[src/rtl/fft_stage_param_if.sv]
// fft_stage_param_if: start/scale control, sample and twiddle buses, results and status of one FFT stage
interface fft_stage_param_if #(
  parameter int DATA_WIDTH = 8,
  parameter int N_POINTS   = 32
);
  logic start, scale_en, busy, done, ovf;
  logic [N_POINTS*DATA_WIDTH-1:0] in_real, in_imag, out_real, out_imag;
  logic [N_POINTS/2*DATA_WIDTH-1:0] tw_real, tw_imag;
  modport master (
    output start, scale_en, in_real, in_imag, tw_real, tw_imag,
    input  busy, done, ovf, out_real, out_imag
  );
  modport slave (
    input  start, scale_en, in_real, in_imag, tw_real, tw_imag,
    output busy, done, ovf, out_real, out_imag
  );
endinterface

[src/rtl/fft_stage_param.sv]
// fft_stage_param: radix-2 DIT stage, NUM_BF two-stage pipelined butterflies time-multiplexed over N/(2*NUM_BF) passes
module fft_stage_param #(
  parameter int DATA_WIDTH = 8,
  parameter int FRACTION   = 4,
  parameter int N_POINTS   = 32,
  parameter int STAGE      = 3,
  parameter int NUM_BF     = 4
) (
  input logic clk,
  input logic reset,
  fft_stage_param_if.slave bus_if
);
  localparam int DW    = DATA_WIDTH;
  localparam int SPAN  = 2 ** (STAGE - 1);
  localparam int NPASS = N_POINTS / (2 * NUM_BF);
  localparam int PW    = NPASS > 1 ? $clog2(NPASS) : 1;
  localparam int IW    = $clog2(N_POINTS);
  localparam int MW    = 2 * DW + 1;
  localparam int PRW   = DW + 2;
  localparam int SW    = DW + 3;
  typedef enum logic [1:0] {IDLE, RUN, DRAIN} state_t;
  state_t state_q, state_d;
  logic [PW-1:0] p_q;
  logic accept, scale_q, v_q, done_q, ovf_q;
  logic signed [DW-1:0] ar_q [N_POINTS];
  logic signed [DW-1:0] ai_q [N_POINTS];
  logic signed [DW-1:0] wr_q [N_POINTS/2];
  logic signed [DW-1:0] wi_q [N_POINTS/2];
  logic signed [DW-1:0] or_q [N_POINTS];
  logic signed [DW-1:0] oi_q [N_POINTS];
  logic signed [PRW-1:0] pr_q [NUM_BF];
  logic signed [PRW-1:0] pi_q [NUM_BF];
  logic signed [PRW-1:0] a1r_q [NUM_BF];
  logic signed [PRW-1:0] a1i_q [NUM_BF];
  logic signed [PRW-1:0] pr_d [NUM_BF];
  logic signed [PRW-1:0] pi_d [NUM_BF];
  logic [IW-1:0] t_q [NUM_BF];
  logic [IW-1:0] b_q [NUM_BF];
  logic [IW-1:0] t_d [NUM_BF];
  logic [IW-1:0] b_d [NUM_BF];
  logic [DW:0] xr_d [NUM_BF];
  logic [DW:0] xi_d [NUM_BF];
  logic [DW:0] yr_d [NUM_BF];
  logic [DW:0] yi_d [NUM_BF];
  logic [NUM_BF-1:0] ovf_d;
  // MSB of the result flags a clipped value
  function automatic logic [DW:0] sat(input logic signed [SW-1:0] s);
    return (&s[SW-1:DW-1] | ~|s[SW-1:DW-1]) ? {1'b0, s[DW-1:0]}
                                            : {1'b1, s[SW-1], {(DW-1){~s[SW-1]}}};
  endfunction
  assign accept = state_q == IDLE && bus_if.start;
  always_comb begin
    state_d = (state_q == IDLE) ? (bus_if.start ? RUN : IDLE)
            : (state_q == RUN)  ? (p_q == PW'(NPASS - 1) ? DRAIN : RUN)
            : IDLE;
  end
  for (genvar u = 0; u < NUM_BF; u++) begin : g_bf
    logic [IW-1:0] j, m;
    logic [IW-2:0] k;
    logic signed [MW-1:0] mr, mi;
    logic signed [SW-1:0] sxr, sxi, syr, syi;
    assign j = IW'(p_q) * IW'(NUM_BF) + IW'(u);
    assign m = j & IW'(SPAN - 1);
    assign t_d[u] = ((j >> (STAGE - 1)) << STAGE) | m;
    assign b_d[u] = t_d[u] + IW'(SPAN);
    assign k = (IW-1)'(m << (IW - STAGE));
    assign mr = MW'(wr_q[k]) * MW'(ar_q[b_d[u]]) - MW'(wi_q[k]) * MW'(ai_q[b_d[u]]);
    assign mi = MW'(wr_q[k]) * MW'(ai_q[b_d[u]]) + MW'(wi_q[k]) * MW'(ar_q[b_d[u]]);
    assign pr_d[u] = PRW'(mr >>> FRACTION);
    assign pi_d[u] = PRW'(mi >>> FRACTION);
    assign sxr = (SW'(a1r_q[u]) + SW'(pr_q[u])) >>> scale_q;
    assign sxi = (SW'(a1i_q[u]) + SW'(pi_q[u])) >>> scale_q;
    assign syr = (SW'(a1r_q[u]) - SW'(pr_q[u])) >>> scale_q;
    assign syi = (SW'(a1i_q[u]) - SW'(pi_q[u])) >>> scale_q;
    assign xr_d[u] = sat(sxr);
    assign xi_d[u] = sat(sxi);
    assign yr_d[u] = sat(syr);
    assign yi_d[u] = sat(syi);
    assign ovf_d[u] = xr_d[u][DW] | xi_d[u][DW] | yr_d[u][DW] | yi_d[u][DW];
  end
  always_ff @(posedge clk) begin
    if (reset) begin
      state_q <= IDLE;
      p_q     <= '0;
      v_q     <= 1'b0;
      done_q  <= 1'b0;
      ovf_q   <= 1'b0;
      for (int i = 0; i < N_POINTS; i++) begin
        or_q[i] <= '0;
        oi_q[i] <= '0;
      end
    end else begin
      state_q <= state_d;
      p_q     <= (state_q == RUN && state_d == RUN) ? p_q + PW'(1) : '0;
      v_q     <= state_q == RUN;
      done_q  <= state_q == DRAIN;
      ovf_q   <= accept ? 1'b0 : ovf_q | (v_q & |ovf_d);
      if (v_q) begin
        for (int i = 0; i < NUM_BF; i++) begin
          or_q[t_q[i]] <= xr_d[i][DW-1:0];
          oi_q[t_q[i]] <= xi_d[i][DW-1:0];
          or_q[b_q[i]] <= yr_d[i][DW-1:0];
          oi_q[b_q[i]] <= yi_d[i][DW-1:0];
        end
      end
    end
  end
  // operand capture and butterfly stage 1 need no reset: nothing is written out unless v_q
  always_ff @(posedge clk) begin
    if (accept) begin
      scale_q <= bus_if.scale_en;
      for (int i = 0; i < N_POINTS; i++) begin
        ar_q[i] <= bus_if.in_real[i*DW +: DW];
        ai_q[i] <= bus_if.in_imag[i*DW +: DW];
      end
      for (int i = 0; i < N_POINTS / 2; i++) begin
        wr_q[i] <= bus_if.tw_real[i*DW +: DW];
        wi_q[i] <= bus_if.tw_imag[i*DW +: DW];
      end
    end
    for (int i = 0; i < NUM_BF; i++) begin
      pr_q[i]  <= pr_d[i];
      pi_q[i]  <= pi_d[i];
      a1r_q[i] <= PRW'(ar_q[t_d[i]]);
      a1i_q[i] <= PRW'(ai_q[t_d[i]]);
      t_q[i]   <= t_d[i];
      b_q[i]   <= b_d[i];
    end
  end
  assign bus_if.busy = state_q != IDLE;
  assign bus_if.done = done_q;
  assign bus_if.ovf  = ovf_q;
  for (genvar i = 0; i < N_POINTS; i++) begin : g_out
    assign bus_if.out_real[i*DW +: DW] = or_q[i];
    assign bus_if.out_imag[i*DW +: DW] = oi_q[i];
  end
endmodule

[src/flat_wrapper.sv]
// flat-port wrapper written by rule: the top's interface ports become plain ports
module fft_stage_param_flat 
#(
  parameter int DATA_WIDTH = 8,
  parameter int FRACTION   = 4,
  parameter int N_POINTS   = 32,
  parameter int STAGE      = 3,
  parameter int NUM_BF     = 4
)
  (clk, reset, bus_if_start, bus_if_scale_en, bus_if_in_real, bus_if_in_imag, bus_if_tw_real, bus_if_tw_imag, bus_if_busy, bus_if_done, bus_if_ovf, bus_if_out_real, bus_if_out_imag);
  fft_stage_param_if #(.DATA_WIDTH(DATA_WIDTH), .N_POINTS(N_POINTS)) bus_if_i ();
  input logic clk;
  input logic reset;
  input wire logic [$bits(bus_if_i.start)-1:0] bus_if_start;
  input wire logic [$bits(bus_if_i.scale_en)-1:0] bus_if_scale_en;
  input wire logic [$bits(bus_if_i.in_real)-1:0] bus_if_in_real;
  input wire logic [$bits(bus_if_i.in_imag)-1:0] bus_if_in_imag;
  input wire logic [$bits(bus_if_i.tw_real)-1:0] bus_if_tw_real;
  input wire logic [$bits(bus_if_i.tw_imag)-1:0] bus_if_tw_imag;
  output wire logic [$bits(bus_if_i.busy)-1:0] bus_if_busy;
  output wire logic [$bits(bus_if_i.done)-1:0] bus_if_done;
  output wire logic [$bits(bus_if_i.ovf)-1:0] bus_if_ovf;
  output wire logic [$bits(bus_if_i.out_real)-1:0] bus_if_out_real;
  output wire logic [$bits(bus_if_i.out_imag)-1:0] bus_if_out_imag;
  assign bus_if_i.start = bus_if_start;
  assign bus_if_i.scale_en = bus_if_scale_en;
  assign bus_if_i.in_real = bus_if_in_real;
  assign bus_if_i.in_imag = bus_if_in_imag;
  assign bus_if_i.tw_real = bus_if_tw_real;
  assign bus_if_i.tw_imag = bus_if_tw_imag;
  assign bus_if_busy = bus_if_i.busy;
  assign bus_if_done = bus_if_i.done;
  assign bus_if_ovf = bus_if_i.ovf;
  assign bus_if_out_real = bus_if_i.out_real;
  assign bus_if_out_imag = bus_if_i.out_imag;
  fft_stage_param #(.DATA_WIDTH(DATA_WIDTH), .FRACTION(FRACTION), .N_POINTS(N_POINTS), .STAGE(STAGE), .NUM_BF(NUM_BF)) u_core (.clk(clk), .reset(reset), .bus_if(bus_if_i));
endmodule
[config.mk]
export PLATFORM = sky130hd
export DESIGN_NAME = fft_stage_param_flat
export DESIGN_NICKNAME = d
export VERILOG_FILES = /design/src/rtl/fft_stage_param_if.sv /design/src/rtl/fft_stage_param.sv /design/src/flat_wrapper.sv
export SDC_FILE = /design/constraint.sdc
export NUM_CORES = 2
export LEC_CHECK = 0
export CORE_AREA = 3 3 507 509
export CTS_BUF_LIST = sky130_fd_sc_hd__clkbuf_4
export CTS_CLUSTER_SIZE = 30
export DETAILED_ROUTE_END_ITERATION = 8
export DIE_AREA = 0 0 510 512
export GPL_ROUTABILITY_DRIVEN = 0
export PLACE_DENSITY = 0.59
export REMOVE_ABC_BUFFERS = 1
export SETUP_SLACK_MARGIN = 0.1
export SLEW_MARGIN = 0
export SYNTH_ARGS = -nofsm -noshare
export SYNTH_HDL_FRONTEND = slang
export SYNTH_SLANG_ARGS = --single-unit
[constraint.sdc]
create_clock -name clk -period 61.2 [get_ports clk]
set_clock_uncertainty 0.2 [all_clocks]
set_input_delay 6.12 -clock clk [delete_from_list [all_inputs] [get_ports clk]]
set_output_delay 6.12 -clock clk [all_outputs]
set_load 0.05 [all_outputs]
---- After elaboration in Yosys (flattened, before gate mapping) ----
Memory sizes are Yosys's and may differ from the RTL's. A register that Yosys moved wholly into a read port is not among the register bits.
Cells that the tools add are included.
word-level totals
  flip-flop bits (word level) ............. 8
  RAM bits ................................ 1480
  output and inout port bits .............. 515
  memories ................................ 12
operators by class
  equal/unequal tests ..................... 4
  mux-type cells .......................... 77
  shift operators ......................... 16
  reductions and logical operators ........ 71
  bitwise logic cells ..................... 50
  $add $sub $neg .......................... 32
  multiply operators ...................... 16
memories
  memory       words  width  rd ports  clocked after Yosys merged registers in  write ports  line                   RTL
  u_core.ai_q  32     8      8         1                                        32           fft_stage_param.sv:26  logic signed [DW-1:0] ai_q [N_POINTS];
  u_core.ar_q  32     8      8         1                                        32           fft_stage_param.sv:25  logic signed [DW-1:0] ar_q [N_POINTS];
  u_core.oi_q  32     8      32        0                                        32           fft_stage_param.sv:30  logic signed [DW-1:0] oi_q [N_POINTS];
  u_core.or_q  32     8      32        0                                        32           fft_stage_param.sv:29  logic signed [DW-1:0] or_q [N_POINTS];
  u_core.wi_q  16     8      4         0                                        16           fft_stage_param.sv:28  logic signed [DW-1:0] wi_q [N_POINTS/2];
  u_core.wr_q  16     8      4         0                                        16           fft_stage_param.sv:27  logic signed [DW-1:0] wr_q [N_POINTS/2];
  +6 memories  -      -      -         -                                        -            -
operators by type and width
  cell                                                  number
  multiplier 8 x 8 -> 14 bit                            16
  >>> shifter 11 x 1 -> 11 bit                          16
  2-to-1 mux 9 bit                                      16
  2-to-1 mux 8 bit                                      16
  OR reduction 8 bit                                    16
  2-to-1 mux 5 bit                                      18
  adder 10 x 10 -> 11 bit                               8
  subtractor 10 x 10 -> 11 bit                          8
  OR reduction 4 bit                                    17
  AND reduction 4 bit                                   16
  adder 14 bit                                          4
  subtractor 14 bit                                     4
  bitwise OR 1 bit                                      29
  2-to-1 mux 1 bit                                      24
  adder 5 x 3 -> 5 bit (second input constant)          4
  inverter 1 bit                                        17
  zero test 1 bit                                       16
  bitwise OR 5 x 2 -> 5 bit                             3
  adder 4 x 2 -> 4 bit (second input constant)          2
  2-to-1 mux 2 bit                                      3
  adder 4 x 1 -> 4 bit (second input constant)          1
  equality test 2 x 1 -> 1 bit (second input constant)  2
  equality test 2 bit (second input constant)           2
  OR reduction 2 bit                                    2
  5 further kinds                                       6

---- Longest topological paths before layout ----
An unclocked memory read counts as a cell.
  depth after elaboration ................. 13
  mapped depth ............................ 32
  depth with buffers taken out ............ 26

---- Least setup slack after synthesis ----
No wires, ideal clock.
  path type ............................... input to register
  start point ............................. input bus_if_start
  end point ............................... memory u_core.ai_q[0][0] (netlist name) (enable)
  stages on the path ...................... 2
  slack ................................... 29.622 ns
  data arrival time ....................... 29.842 ns
  path through ............................ inv_1 -> nor2_1
RTL lines
  element          line                   RTL
  start, declared  flat_wrapper.sv:14     input wire logic [$bits(bus_if_i.start)-1:0] bus_if_start;
  end, declared    fft_stage_param.sv:26

==> flow_metrics.env <==
export IMPL_status="finished, final reports clean"
export IMPL_worst_slack_ns=49.97
export IMPL_setup_viol=0
export IMPL_initial_core_util_pct=34.1
export IMPL_synth_compound_area_share_pct=3.85
export IMPL_critPathKind="in -> reg"
export IMPL_die_w_um=510
export IMPL_ys_warn_count=0
export IMPL_worstRegToRegCells=23
export IMPL_hold_path_end="u_core.a1i_q[1][8]"
export IMPL_finalWirelength_um=260000
export IMPL_synth_commonest_cells="inv_1, edfxtp_1, fa_1"
export IMPL_synth_async_reset_ratio_pct=0
export IMPL_reg2reg_from="u_core.p_q[0]"
export IMPL_synth_area_per_cell_um2=11.7
export IMPL_hold_class="reg -> reg"
export IMPL_finalNonFillerCells=12300
export IMPL_grt_pass1_vias=61700
export IMPL_post_place_ws_ns=48.74
export IMPL_drv_slew=0
export IMPL_clock_root_buffer="clkbuf_4"
export IMPL_synth_simple_area_share_pct=11.8
export IMPL_slew_headroom_pct=16.5
export IMPL_synth_fa_ha_area_share_pct=28.8
export IMPL_cts_tree="yes"
export IMPL_synth_cells=7394
export IMPL_r2r_end="u_core.pi_q[0][9]"
export IMPL_htree_num_levels=5
export IMPL_via_per_inst=4.72
export IMPL_portBuffers=1094
export IMPL_core_um2=253000
export IMPL_synth_main_ff_cell="edfxtp_1"
export IMPL_fillerInstances=24100
export IMPL_grt_pass1_wl_um=388000
export IMPL_die_h_um=512
export IMPL_cts_buffer_depth=4
export IMPL_synth_edff_count=1089
export IMPL_path_max_fanout=84
export IMPL_gr_total_overflow=0
export IMPL_drtPass1Iterations=7
export IMPL_num_rows=185
export IMPL_cts_hold_buffers=0
export IMPL_grt_antenna_before_repair=27
export IMPL_drcViolationCount=0
export IMPL_final_layout_size_suffix_gt1_share_pct=9.27
export IMPL_synth_top_family_by_area="adder cells"
export IMPL_period_minus_slack_ns=11.23
export IMPL_period_share_pct=18.4
export IMPL_insertion_delay_ns=1.32
export IMPL_setup_tns_ns=0
export IMPL_cts_sinks=1242
export IMPL_dp_hpwl_um=195000
export IMPL_yosys_area_top_type="edfxtp_1"
export IMPL_critPathCaptureType="register"
export IMPL_yosysMostFrequentCell="inv_1"
export IMPL_grt_total_usage_pct=19.7
export IMPL_synth_cell_area_um2=86400
export IMPL_syn_to_final_growth_pct=22.2
export IMPL_yosys_area_share_xor_xnor_pct=3.50
export IMPL_rsz0062_at_grt="no"
export IMPL_dp_cells=11600
export IMPL_wire_per_inst_um=21.2
export IMPL_maxCapViolations=0
export IMPL_nNetsFinal=10800
export IMPL_dieArea_um2=261000
export IMPL_start_kind="input pin"
export IMPL_cts_buffers=347
export IMPL_hold_violations=0
export IMPL_cts_setup_buffers=0
export IMPL_required_ns=61.73
export IMPL_ant_nets=0
export IMPL_ys_ff_latch=1242
export IMPL_via_count=57800
export IMPL_first_iter_violations=3645
export IMPL_rrSetupSlack_ns=52.24
export IMPL_max_freq_ghz=0.0890
export IMPL_synthMuxAreaShare_pct=3.98
export IMPL_cp_arrival_ns=11.76
export IMPL_ys_seq_area_share_pct=41.4
export IMPL_synthDistinctLibCells=81
export IMPL_synth_top_area_share_pct=37.8
export IMPL_hp_start="u_core.ai_q[9][7]"
export IMPL_io_pins=1287
export IMPL_clkTransAtPathRegs_ns=0.06
export IMPL_design_area_um2=106000
export IMPL_min_path_cells=1
export IMPL_worst_pin_slew_ns=1.24
export IMPL_grt_max_degree=154
export IMPL_synth_area_leaders="edfxtp_1, fa_1, ha_1"
export IMPL_place_area_um2=101000
export IMPL_cts_resized=0
[registers in the layout, summed over array words and instances, names as in the netlist]
name / count
u_core.bus_if.ovf: 1
u_core.pr_q: 40
u_core.t_q: 2
u_core.wr_q: 32
u_core.state_q: 2
u_core.scale_q: 1
u_core.v_q: 1
u_core.a1r_q: 32
u_core.oi_q: 256
u_core.wi_q: 32
u_core.p_q: 2
u_core.a1i_q: 32
u_core.ar_q: 256
u_core.or_q: 256
u_core.ai_q: 256
u_core.pi_q: 40
u_core.bus_if.done: 1
[layer usage]
layer  track usage, %  wire (um)  vias to the layer above
li1                 -          -                    26500
met1             25.5     110000                    29000
met2             33.3     126000                     1894
met3             3.65      16300                      382
met4             6.54       7960                       20
met5                0        132                        -
[cell families after synthesis]
family                   after synthesis
flip-flops                          1242
AO/OA/AOI/OAI                        525
XOR/XNOR                             345
adder cells (fa/ha/maj)             1445
buffers and inverters               1522
AND/OR/NAND/NOR                     2123
multiplexers                         192
[stage by stage]
step	utilization, %	hold WS, ns
floorplan	-	0.201
global placement	39.9	0.229
detailed placement	39.9	0.234
CTS	41.6	0.242
global route	41.7	0.258
finish	41.7	0.230
[cell type report]
class                   instances  area, um2  area share (%)
well taps                    3366       4210            3.99
diodes                         11       27.5          0.0261
inverters                    1232       4630            4.38
multi-input cells            4630      45000            42.6
clock buffers                 506       3800            3.60
clock inverters               105        678           0.642
flip-flops and latches       1242      35800            33.9
repair buffers               1161      11500            10.9
[critical path, cell delays in order]
cell,delay [ns]
clkdlybuf4s50_1,0.46
inv_1,0.07
nor2_4,0.77
buf_4,0.76
buf_4,0.82
buf_4,0.67
buf_4,0.68
buf_4,0.89
[worst max-delay path by stage]
| stage | start | to | slack [ns] | depth (start not counted) |
|---|---|---|---|---|
| final | bus_if_start | u_core.ai_q[9][7] | 49.97 | 8 |
| after global routing | bus_if_start | u_core.ai_q[16][2] | 49.74 | 8 |
| after CTS | bus_if_start | u_core.ar_q[12][3] | 50.15 | 8 |
| after detailed placement | bus_if_start | u_core.scale_q | 48.74 | 8 |
| after global placement | bus_if_start | u_core.ai_q[29][3] | 48.96 | 8 |
| after floorplan | bus_if_start | u_core.ai_q[0][0] | 29.62 | 2 |
[layout by cell type, fill, tap and decap left out, types with 23 or more instances in the layout]
cell type and n:
o21ai_0 108, o21a_1 58, clkbuf_4 506, inv_1 1231, nand2_1 442, a211oi_1 24, buf_4 65, mux4_2 120
nand2b_1 50, dfxtp_1 151, clkinv_2 23, or2_2 26, fa_1 908, xor2_1 83, a21oi_1 158, nor3_1 73
o21ai_1 34, edfxtp_1 1089, nor2_1 769, xnor2_1 262, mux2i_1 54, clkinv_1 56, ha_1 537, nor2b_1 91
clkdlybuf4s50_1 1094, and2_1 541
Power is left out: the tool's default activity adds up to more than one toggle a clock period on the data nets, which glitch-free logic cannot reach.
